### src/rtl/mdc_pkg.sv
// Shared definitions for the coffee machine brew sequencer: state encoding,
// front-panel status codes, coin credit values and the phase timer width.
package mdc_pkg;

    localparam int CREDIT_W = 3;
    localparam int TMR_W    = 4;

    localparam logic [CREDIT_W-1:0] COIN5  = 3'd1;
    localparam logic [CREDIT_W-1:0] COIN10 = 3'd2;

    typedef enum logic [2:0] {
        ST_IDLE   = 3'd0,
        ST_CREDIT = 3'd1,
        ST_GRIND  = 3'd2,
        ST_HEAT   = 3'd3,
        ST_POUR   = 3'd4,
        ST_DONE   = 3'd5,
        ST_REFUND = 3'd6
    } state_e;

    localparam logic [2:0] OUT_IDLE   = 3'b000;
    localparam logic [2:0] OUT_CREDIT = 3'b001;
    localparam logic [2:0] OUT_BREW   = 3'b010;
    localparam logic [2:0] OUT_DONE   = 3'b011;
    localparam logic [2:0] OUT_REFUND = 3'b100;

    // Credit value of one coin given its type bit.
    function automatic logic [CREDIT_W-1:0] coin_value(input logic tm);
        return tm ? COIN10 : COIN5;
    endfunction

    // Front-panel status code shown for a given controller state.
    function automatic logic [2:0] status_code(input state_e st);
        logic [2:0] code;
        case (st)
            ST_IDLE:   code = OUT_IDLE;
            ST_CREDIT: code = OUT_CREDIT;
            ST_GRIND:  code = OUT_BREW;
            ST_HEAT:   code = OUT_BREW;
            ST_POUR:   code = OUT_BREW;
            ST_DONE:   code = OUT_DONE;
            ST_REFUND: code = OUT_REFUND;
            default:   code = OUT_IDLE;
        endcase
        return code;
    endfunction

endpackage

### src/rtl/mdc_phase_timer.sv
// Loadable down-counter shared by the grind, heat and pour phases.
// A load sets the count to (N-1); zero rises once the count has run out.
module mdc_phase_timer
    import mdc_pkg::*;
(
    input  logic             clk,
    input  logic             rst,
    input  logic             load,
    input  logic [TMR_W-1:0] value,
    output logic             zero
);

    logic [TMR_W-1:0] cnt_r;

    // Load on phase entry, otherwise count down and park at zero.
    always_ff @(posedge clk or posedge rst) begin
        if (rst) begin
            cnt_r <= {TMR_W{1'b0}};
        end else if (load) begin
            cnt_r <= value;
        end else if (cnt_r != {TMR_W{1'b0}}) begin
            cnt_r <= cnt_r - {{(TMR_W-1){1'b0}}, 1'b1};
        end else begin
            cnt_r <= cnt_r;
        end
    end

    assign zero = (cnt_r == {TMR_W{1'b0}});

endmodule

### src/rtl/mdc_brew_sequencer.sv
// Coffee machine controller: collects coin credit, checks water/coffee on the
// drink button, runs grinder, heater and pump for fixed cycle counts, and
// returns credit that cannot be used.
// Optional feature: define MDC_CREDIT_TIMEOUT_EN to refund credit after
// TIMEOUT_CYC cycles without coin or button activity in the CREDIT state.
module mdc_brew_sequencer
    import mdc_pkg::*;
#(
    parameter int PRICE       = 2,
    parameter int CREDIT_MAX  = 7,
    parameter int GRIND_CYC   = 4,
    parameter int HEAT_CYC    = 6,
    parameter int POUR_CYC    = 8
`ifdef MDC_CREDIT_TIMEOUT_EN
    ,
    parameter int TIMEOUT_CYC = 32
`endif
) (
    input  logic                clk,
    input  logic                rst,
    input  logic                hm,
    input  logic                tm,
    input  logic                ha,
    input  logic                hc,
    input  logic                bp,
    input  logic                bb,
    output logic                grind_on,
    output logic                heat_on,
    output logic                pump_on,
    output logic                refund,
    output logic [CREDIT_W-1:0] refund_amt,
    output logic [CREDIT_W-1:0] credit,
    output logic [2:0]          out
);

    localparam int GRIND_M1 = GRIND_CYC - 1;
    localparam int HEAT_M1  = HEAT_CYC - 1;
    localparam int POUR_M1  = POUR_CYC - 1;

    localparam logic [CREDIT_W-1:0] PRICE_V  = PRICE[CREDIT_W-1:0];
    localparam logic [CREDIT_W:0]   MAX_V    = CREDIT_MAX[CREDIT_W:0];
    localparam logic [TMR_W-1:0]    GRIND_LD = GRIND_M1[TMR_W-1:0];
    localparam logic [TMR_W-1:0]    HEAT_LD  = HEAT_M1[TMR_W-1:0];
    localparam logic [TMR_W-1:0]    POUR_LD  = POUR_M1[TMR_W-1:0];

    state_e              state_r;
    state_e              state_next_s;
    logic [CREDIT_W-1:0] credit_r;
    logic [CREDIT_W-1:0] credit_next_s;
    logic [CREDIT_W-1:0] credit_eff_s;
    logic [CREDIT_W-1:0] coin_val_s;
    logic [CREDIT_W:0]   sum_s;
    logic                hm_q_r;
    logic                bp_q_r;
    logic                coin_edge_s;
    logic                bp_edge_s;
    logic                coin_over_s;
    logic                coin_ref_s;
    logic                brew_ok_s;
    logic                timeout_s;
    logic                tmr_load_s;
    logic [TMR_W-1:0]    tmr_val_s;
    logic                tmr_zero_s;

    logic                grind_on_r;
    logic                heat_on_r;
    logic                pump_on_r;
    logic                refund_r;
    logic [CREDIT_W-1:0] refund_amt_r;
    logic [2:0]          out_r;

    mdc_phase_timer u_timer (
        .clk   (clk),
        .rst   (rst),
        .load  (tmr_load_s),
        .value (tmr_val_s),
        .zero  (tmr_zero_s)
    );

`ifdef MDC_CREDIT_TIMEOUT_EN
    localparam int IDLE_W  = $clog2(TIMEOUT_CYC) + 1;
    localparam int IDLE_M1 = TIMEOUT_CYC - 1;
    localparam logic [IDLE_W-1:0] IDLE_LAST = IDLE_M1[IDLE_W-1:0];

    logic [IDLE_W-1:0] idle_cnt_r;

    // Count consecutive CREDIT cycles with no coin or button activity.
    always_ff @(posedge clk or posedge rst) begin
        if (rst) begin
            idle_cnt_r <= {IDLE_W{1'b0}};
        end else if ((state_r == ST_CREDIT) && !coin_edge_s && !bp_edge_s) begin
            idle_cnt_r <= idle_cnt_r + {{(IDLE_W-1){1'b0}}, 1'b1};
        end else begin
            idle_cnt_r <= {IDLE_W{1'b0}};
        end
    end

    assign timeout_s = (state_r == ST_CREDIT) && !coin_edge_s && !bp_edge_s &&
                       (idle_cnt_r == IDLE_LAST);
`else
    assign timeout_s = 1'b0;
`endif

    // Edge detectors: registered copies of the coin and button levels.
    always_ff @(posedge clk or posedge rst) begin
        if (rst) begin
            hm_q_r <= 1'b0;
            bp_q_r <= 1'b0;
        end else begin
            hm_q_r <= hm;
            bp_q_r <= bp;
        end
    end

    // Coin arithmetic: a coin that would push credit past the maximum is handed back.
    always_comb begin
        coin_edge_s  = hm & ~hm_q_r;
        bp_edge_s    = bp & ~bp_q_r;
        coin_val_s   = coin_value(tm);
        sum_s        = {1'b0, credit_r} + {1'b0, coin_val_s};
        coin_over_s  = coin_edge_s && (sum_s > MAX_V);
        if (coin_edge_s && !coin_over_s) begin
            credit_eff_s = sum_s[CREDIT_W-1:0];
        end else begin
            credit_eff_s = credit_r;
        end
        brew_ok_s    = (credit_eff_s >= PRICE_V) && ha && (hc || bb);
    end

    // Next-state, next-credit, timer load and coin-return decisions.
    always_comb begin
        state_next_s  = state_r;
        credit_next_s = credit_r;
        coin_ref_s    = 1'b0;
        tmr_load_s    = 1'b0;
        tmr_val_s     = {TMR_W{1'b0}};
        case (state_r)
            ST_IDLE: begin
                if (coin_edge_s) begin
                    credit_next_s = coin_val_s;
                    state_next_s  = ST_CREDIT;
                end else begin
                    state_next_s  = ST_IDLE;
                end
            end
            ST_CREDIT: begin
                coin_ref_s    = coin_over_s;
                credit_next_s = credit_eff_s;
                if (bp_edge_s) begin
                    if (brew_ok_s && bb) begin
                        state_next_s = ST_HEAT;
                        tmr_load_s   = 1'b1;
                        tmr_val_s    = HEAT_LD;
                    end else if (brew_ok_s) begin
                        state_next_s = ST_GRIND;
                        tmr_load_s   = 1'b1;
                        tmr_val_s    = GRIND_LD;
                    end else begin
                        state_next_s = ST_REFUND;
                    end
                end else if (timeout_s) begin
                    state_next_s = ST_REFUND;
                end else begin
                    state_next_s = ST_CREDIT;
                end
            end
            ST_GRIND: begin
                coin_ref_s = coin_edge_s;
                if (tmr_zero_s) begin
                    state_next_s = ST_HEAT;
                    tmr_load_s   = 1'b1;
                    tmr_val_s    = HEAT_LD;
                end else begin
                    state_next_s = ST_GRIND;
                end
            end
            ST_HEAT: begin
                coin_ref_s = coin_edge_s;
                if (!ha) begin
                    state_next_s = ST_REFUND;
                end else if (tmr_zero_s) begin
                    state_next_s = ST_POUR;
                    tmr_load_s   = 1'b1;
                    tmr_val_s    = POUR_LD;
                end else begin
                    state_next_s = ST_HEAT;
                end
            end
            ST_POUR: begin
                coin_ref_s = coin_edge_s;
                if (!ha) begin
                    state_next_s = ST_REFUND;
                end else if (tmr_zero_s) begin
                    state_next_s = ST_DONE;
                end else begin
                    state_next_s = ST_POUR;
                end
            end
            ST_DONE: begin
                coin_ref_s    = coin_edge_s;
                credit_next_s = credit_r - PRICE_V;
                if (credit_r != PRICE_V) begin
                    state_next_s = ST_REFUND;
                end else begin
                    state_next_s = ST_IDLE;
                end
            end
            ST_REFUND: begin
                // A coin landing while the old credit is returned starts a new session.
                if (coin_edge_s) begin
                    credit_next_s = coin_val_s;
                    state_next_s  = ST_CREDIT;
                end else begin
                    credit_next_s = {CREDIT_W{1'b0}};
                    state_next_s  = ST_IDLE;
                end
            end
            default: begin
                credit_next_s = {CREDIT_W{1'b0}};
                state_next_s  = ST_IDLE;
            end
        endcase
    end

    // State and credit registers.
    always_ff @(posedge clk or posedge rst) begin
        if (rst) begin
            state_r  <= ST_IDLE;
            credit_r <= {CREDIT_W{1'b0}};
        end else begin
            state_r  <= state_next_s;
            credit_r <= credit_next_s;
        end
    end

    // Registered Moore outputs, one cycle behind the state they reflect.
    always_ff @(posedge clk or posedge rst) begin
        if (rst) begin
            grind_on_r   <= 1'b0;
            heat_on_r    <= 1'b0;
            pump_on_r    <= 1'b0;
            refund_r     <= 1'b0;
            refund_amt_r <= {CREDIT_W{1'b0}};
            out_r        <= OUT_IDLE;
        end else begin
            grind_on_r <= (state_r == ST_GRIND);
            heat_on_r  <= (state_r == ST_HEAT);
            pump_on_r  <= (state_r == ST_POUR);
            out_r      <= status_code(state_r);
            if (state_r == ST_REFUND) begin
                refund_r     <= 1'b1;
                refund_amt_r <= credit_r;
            end else if (coin_ref_s) begin
                refund_r     <= 1'b1;
                refund_amt_r <= coin_val_s;
            end else begin
                refund_r     <= 1'b0;
                refund_amt_r <= {CREDIT_W{1'b0}};
            end
        end
    end

    assign grind_on   = grind_on_r;
    assign heat_on    = heat_on_r;
    assign pump_on    = pump_on_r;
    assign refund     = refund_r;
    assign refund_amt = refund_amt_r;
    assign credit     = credit_r;
    assign out        = out_r;

endmodule

### config.mk
export PLATFORM = sky130hd
export DESIGN_NAME = mdc_brew_sequencer
export DESIGN_NICKNAME = d
export VERILOG_FILES = /design/src/rtl/mdc_pkg.sv /design/src/rtl/mdc_phase_timer.sv /design/src/rtl/mdc_brew_sequencer.sv
export SDC_FILE = /design/constraint.sdc
export NUM_CORES = 1
export LEC_CHECK = 0
export CORE_AREA = 2 2 75 77
export CTS_BUF_LIST = sky130_fd_sc_hd__clkbuf_4 sky130_fd_sc_hd__clkbuf_8
export CTS_CLUSTER_SIZE = 10
export DETAILED_ROUTE_END_ITERATION = 8
export DIE_AREA = 0 0 77 79
export GPL_TIMING_DRIVEN = 0
export MAX_ROUTING_LAYER = met4
export PLACE_DENSITY = 0.44
export SLEW_MARGIN = 20
export SYNTH_ARGS = -nofsm -noshare
export SYNTH_HDL_FRONTEND = slang
export SYNTH_SLANG_ARGS = --single-unit
### constraint.sdc
create_clock -name clk -period 5.6 [get_ports clk]
set_input_delay 1.12 -clock clk [delete_from_list [all_inputs] [get_ports clk]]
set_output_delay 1.12 -clock clk [all_outputs]
set_load 0.005 [all_outputs]
==> results <==
- The library cell occupying the most area in the post-synthesis netlist is sky130_fd_sc_hd__dfrtp_1.
- The filler-free cell count of the finished design is 233.
- The clock tree from TritonCTS is done.
- The clock skew after layout is 0.00452 ns.
- The power per cell area is 479 nW/um2.
- The proportion of netlist area held by the largest area contributor is 41.3%.
- The pin count of the biggest net entering global routing is 23.
- The commonest register cell after synthesis is sky130_fd_sc_hd__dfrtp_1.
- The endpoint of the worst-slack reg-to-reg timing path is state_r[2].
- The number of maximum-capacitance constraint violations is 0.
- The remaining antenna violation count is 0.
- The number of hold buffers added after cts is 0.
- The floorplan step defined a die boundary enclosing 6080 um2.
- The post-cts gate resize count is 0.
- Fill cells in the final layout number 598.
- The HPWL reported at the end of detailed placement is 2490 um.
- Ranked by total cell area, the synthesized netlist is headed by sky130_fd_sc_hd__dfrtp_1 41%, sky130_fd_sc_hd__nand2_1 3.9%, sky130_fd_sc_hd__ha_1 3.8%.
- Setup repair after global routing left no endpoint under its margin.
- The number of global-route vias before repair is 1166.
- The final number of max-transition violations is 0.
- The average routed wire per standard cell is 14.7 um.
- The worst setup path is launched from an input pin.
- The worst-case reg-to-reg path depth is 6.
- Sequential cells were found to cover 41.3% of the synthesized design area.
- The chip width is 77 um.
- The maximum net fanout on the critical path is 6.
- The netlist area before placement is 1330 um2.
- The detailed router finished its first iteration with 39 violations.
- After global routing the overflow that remains totals 0.
- In this run the critical register-to-register path is launched from credit[0].
- For the worst setup path, the data required time is 5.75 ns.
- For this block, the routed nets add up to 3420 um of wire.
- The worst register-to-register path has a setup slack of 3.37 ns.
- In this run the vertical extent of the chip is 79 um.
- The post-detailed-placement cell area is 1620 um2.
- In the layout the commonest cells are 22 x sky130_fd_sc_hd__dfrtp_1, 20 x sky130_fd_sc_hd__clkdlybuf4s50_1, 14 x sky130_fd_sc_hd__nand2_1.
- Counting every net in the synthesized netlist gives 150.
- The headroom to the max-slew limit is 41.1%.
- The number of warnings reported in the yosys synthesis log is 0.
- Leaving out fill and tap cells, the most frequent cell in the layout is sky130_fd_sc_hd__dfrtp_1.
- In this run the tool buffered the top-level ports with 20 buffer cells.
- The core region is 5340 um2.
- Detailed routing inserted a total of 1176 vias.
- The synthesized netlist cell count is 137.
- Setup violations remaining at the end of the flow were counted as 0.
- For the pin with the worst max-slew slack, the measured transition is 0.882 ns.
- The wire length of the first global-routing pass is 5760 um.
- Clock-pin slew was measured on the worst setup and hold paths at 0.08 ns.
- For this run, the share of the core covered by cells in the final layout is 31.5%.
- The congestion estimate from routability-driven global placement came to 0.831.
- At the worst endpoint, the arrival time is 3.57 ns.
- Global routing consumed, over all layers together, 12.2% of the routing resources.
- The final cell area excluding filler cells is 1680 um2.
- Summed over all failing endpoints, the final setup total negative slack is 0 ns.
- The leakage dissipation is 0.702 nW.
- For this run, global-route usage on met3 was measured as 1.82%.
- The worst hold path begins at bp_q_r.
- The end point of the worst hold path is state_r[1].
- The standard-cell row count is 27.
- The number of distinct standard cells referenced by the synthesized netlist is 48.
- The met1 capacity usage during global routing is 15.8%.
- The total I/O pin count is 21.
- For this configuration, the core starts out at a cell density of 25.0%.
- The number of buffers created by CTS is 3.
- The pre-antenna-repair detailed-routing pass consisted of 4 iterations.
- The clock net in this run drives a total of 22 sinks.
- The final layout contains 175 nets.
- The run finished with clean final reports.
- In this run the worst hold path is classified as reg -> reg.
- The post-CTS repair timing setup buffer count is 0.
- The hold violation total from the final report is 0.
- The startpoint-to-endpoint class of the critical path is in -> reg.
- For the worst-skew pair, the clock arrives at the later sink with an insertion delay of 0.27 ns.
- The highest clock rate is 293 MHz.
- Dividing the final minimum period by the clock period gives 60.9%.
- A synthesized cell averages 9.74 um2.
- After synthesis the netlist holds a flip-flop and latch count of 22.
- The maximum vdd ir drop is 0.117 mV.
- The number of antenna violations at the first check in global routing is 0.
- The post-synthesis to final-layout area growth is 25.9%.
- The maximum buffer depth of the clock tree is 2.
- The async set or reset register ratio after synthesis is 100%.
- The worst setup path is captured at a register.
- The met2 global-route usage is 19.0%.
- After layout, the minimum clock period comes to 3.41 ns.
- The number of placed instances, taps included, is 229.
- The worst hold path depth is 2.
- CTS built an H-tree with a depth of 1.
- The share of layout cells above drive strength 1 is 8.07%.
- CTS placed an instance of sky130_fd_sc_hd__clkbuf_8 at the clock tree root.
- The number of antenna diodes in the final layout is 0.
- The post-route DRC violation count is 0.
- The average vias per placed instance is 5.05.
- After global routing, the most crowded layer is met2.
- In this run, synthesis inferred 0 flip-flops with an integrated enable.
cell usage after synthesis, types with 3 or more instances:
| library cell | instances |
|---|---|
| sky130_fd_sc_hd__o21ai_0 | 8 |
| sky130_fd_sc_hd__nor2_1 | 7 |
| sky130_fd_sc_hd__nor2b_1 | 3 |
| sky130_fd_sc_hd__nand3_1 | 3 |
| sky130_fd_sc_hd__ha_1 | 4 |
| sky130_fd_sc_hd__nor3_1 | 3 |
| sky130_fd_sc_hd__nand2b_1 | 5 |
| sky130_fd_sc_hd__nand2_1 | 14 |
| sky130_fd_sc_hd__a21oi_1 | 5 |
| sky130_fd_sc_hd__buf_2 | 3 |
| sky130_fd_sc_hd__a32oi_1 | 4 |
| sky130_fd_sc_hd__dfrtp_1 | 22 |
| sky130_fd_sc_hd__inv_1 | 8 |
| sky130_fd_sc_hd__o211ai_1 | 4 |
cell families after synthesis:
family | count (synthesis) | synth area share, %
flip-flops | 22 | 41.3
XOR/XNOR | 1 | 0.657
buffers and inverters | 13 | 4.50
AO/OA/AOI/OAI | 45 | 26.5
adder cells (fa/ha/maj) | 5 | 5.25
multiplexers | 1 | 0.750
AND/OR/NAND/NOR | 50 | 21.0
power by group:
part	leakage (nW)	internal (W)	switching, W	total [W]
registers	0.281	0.000215	0.0000601	0.000275
logic	0.392	0.000192	0.000219	0.000411
clock network	0.0288	0.0000628	0.0000558	0.000119
total	0.702	0.000470	0.000335	0.000805
area by class of cell:
type | count | area, um2 | area share [%]
tap | 72 | 90.1 | 5.37
inverter | 8 | 30.0 | 1.79
timing repair buffer | 20 | 200 | 11.9
sequential | 22 | 551 | 32.8
clock buffer | 4 | 55.1 | 3.28
multi-input combinational | 102 | 723 | 43.1
buffer | 5 | 30.0 | 1.79
critical path, cell delays in order:
cell	delay, ns
sky130_fd_sc_hd__clkdlybuf4s50_1	0.64
sky130_fd_sc_hd__inv_1	0.13
sky130_fd_sc_hd__ha_1	0.26
sky130_fd_sc_hd__fa_1	0.51
sky130_fd_sc_hd__nor3b_1	0.08
sky130_fd_sc_hd__a221oi_2	0.35
sky130_fd_sc_hd__nor2_1	0.12
sky130_fd_sc_hd__a221o_1	0.35
layer usage:
metal  vias up  wire, um
met4         0        86
met1       570      1630
met5         -         0
met3         8       129
li1        566         -
met2        32      1570
registers in the layout (all words and copies together), names as in the netlist:
name,flops
grind_on,1
bp_q_r,1
refund_amt,3
out,3
refund,1
hm_q_r,1
state_r,3
heat_on,1
pump_on,1
u_timer.cnt_r,4
credit,3
worst max path at each step:
stage | from | end | slack (ns) | cells after the start
4_1_cts | tm | state_r[2] | 2.22 | 8
3_3_place_gp | tm | state_r[2] | 1.90 | 8
6_report | tm | state_r[2] | 2.19 | 8
3_5_place_dp | tm | state_r[2] | 1.93 | 8
2_1_floorplan | tm | state_r[2] | 2.81 | 7
5_1_grt | tm | state_r[2] | 2.06 | 8
through the flow:
| step | power (W) | hold slack (ns) | worst slack, ns |
|---|---|---|---|
| detailed placement | 0.000687 | 0.576 | 1.93 |
| global route | 0.000873 | 0.638 | 2.06 |
| finish | 0.000805 | 0.591 | 2.19 |
| CTS | 0.000809 | 0.588 | 2.22 |
| global placement | 0.000681 | 0.575 | 1.90 |
| floorplan | 0.000533 | 0.515 | 2.81 |
(Power assumes the default switching activity.)
==> edit: new RTL, same settings <==
Set the package constant `TMR_W` to 6 (it was 4).
--- a/src/rtl/mdc_pkg.sv
+++ b/src/rtl/mdc_pkg.sv
@@ -3,7 +3,7 @@
 package mdc_pkg;
 
     localparam int CREDIT_W = 3;
-    localparam int TMR_W    = 4;
+    localparam int TMR_W    = 6;
 
     localparam logic [CREDIT_W-1:0] COIN5  = 3'd1;
     localparam logic [CREDIT_W-1:0] COIN10 = 3'd2;
Check against the original RTL: no difference found for any inputs over 10 cycles, from zero or initial values and one cycle with rst high; that may be too few to reach the edited logic, so the function may still have changed.
==> edit against the unedited design <==
  * Final area is 4.8% higher
  * Area after synthesis is 6.0% higher
  * Sequential cell count is 2 higher
  * Worst setup slack worse by 310 ps
  * Global-route usage is 0.59 points higher
  * Synthesized cell count is 8.8% higher
  * Routed wire length is 5.3% higher
  * Total power is 14% higher
  * Combinational power is 22% higher
  * Critical endpoint is now u_timer.cnt_r[2]$_DFFE_PP0P_
  * Largest cell class unchanged
  * Highest routed layer unchanged
==> edit: results (changes against the unedited design) <==
most frequent cells after synthesis: dfrtp_1 (24), a21oi_1 (18), nor2_1 (10), o21ai_0 (10), inv_1 (8)
Pleak: 0.706 nW (+0.51%)
outcome: complete, no violations
part of the Yosys area used for sequential elements: 0.425 (+0.0120)
post-layout net count: 186 (+6.3%)
Cell Area, Placed: 0.00170 sq mm (+4.9%)
Met2 Routed Length: 1790 um (+13%)
GRT Overall Usage: 0.128 (+0.00586)
Reg2Reg Depth: 6 (unchanged)
Biggest register: u_timer.cnt_r
top post-synthesis cells by area: dfrtp_1 (42%), a21oi_1 (6.4%), o21ai_0 (3.5%), mux2i_1 (2.8%), ha_1 (2.7%)
synth unique cells: 49 (+2.1%)
ratio of cells with drive above 1 in the final layout: 0.0694 (-0.0114)
Largest register FFs: 6 (+2)
met3 routed WL: 150 um (+16%)
Psw: 0.000383 W (+14%)
met1 WL: 1640 um (+0.49%)
post-synth net total: 161 (+7.3%)
IO buf count: 20 (unchanged)
Iter 0 DRT Violations: 21 (-46%)
Max IR drop VDD: 262 uV (+120%)
drt total wl: 3600 um (+5.3%)
Hold Crit Class: flip-flop to flip-flop
Worst-Margin Slew: 927 ps (+44.5 ps)
r2r setup slk: 3000 ps (-370 ps)
HP Start: u_timer.cnt_r[5]$_DFFE_PP0P_
Crit Path Max Fanout: 8 (+2)
DR vias/cell: 4.99 (-1.1%)
first-pass GRT wire length: 6160 um (+6.9%)
largest net degree at the start of global routing: 25 (+8.7%)
routability-driven placement congestion ratio: 0.818 (-1.6%)
quantity of gates resized following cts: 0 (unchanged)
Hold Crit Endpoint: u_timer.cnt_r[5]$_DFFE_PP0P_
HPWL after DPL: 2650 um (+6.3%)
CP Capture Point: u_timer.cnt_r[2]$_DFFE_PP0P_
Critical Path AT: 3890 ps (+320 ps)
Clock Skews: 8.62 ps (+4.10 ps)
edit: cell types whose count changed after synthesis, sizes merged, moves of 4 or more:
cell,before,now
nor3,3,7
o211ai,4,0
nand2,14,7
clkbuf,0,5
a21oi,5,18
edit: layout make-up:
cell class / instances / area [sq um] / area share
clock buffer: 4 / 55.1 / 0.0313
multi-input combinational: 109 / 748 / 0.425
tap: 72 / 90.1 / 0.0512
inverter: 8 / 30.0 / 0.0171
timing repair buffer: 20 / 200 / 0.114
sequential: 24 / 601 / 0.341
buffer: 8 / 35.0 / 0.0199
edit: per-layer routing:
layer | up-vias | GRT usage
met3 | 2 | 0.0261
met2 | 22 | 0.219
met4 | 0 | 0.0286
met1 | 612 | 0.157
met5 | - | -
li1 | 587 | -
edit: cells by family after synthesis:
group	after synthesis	synth area share
compound gates	48	0.224
xor+xnor	4	0.0248
fa+ha+maj	4	0.0407
buf+inv	16	0.0460
flops	24	0.425
mux	5	0.0363
simple gates	48	0.204
edit: worst max-delay path: stages:
cell	delay (ps)
clkdlybuf4s50_1	660
inv_1	100
ha_1	260
fa_1	490
or4b_1	530
o21ai_0	230
a211oi_4	180
a221o_1	320
edit: through the flow:
stage	hold slack (ps)	util	instances	power [W]	setup WS, ps
after floorplan	533	-	149	0.000630	2500
after global placement	582	0.319	241	0.000799	1620
after detailed placement	597	0.319	241	0.000804	1570
after CTS	619	0.330	245	0.000930	1870
after global routing	675	0.330	245	0.00101	1710
final	610	0.330	245	0.000918	1880
edit: power by group through the flow:
stage	registers (W)	clock network (W)	logic (W)
after floorplan	0.000293	0	0.000338
after global placement	0.000301	0	0.000499
after detailed placement	0.000302	0	0.000502
after CTS	0.000299	0.000125	0.000505
after global routing	0.000308	0.000133	0.000564
final	0.000299	0.000120	0.000500
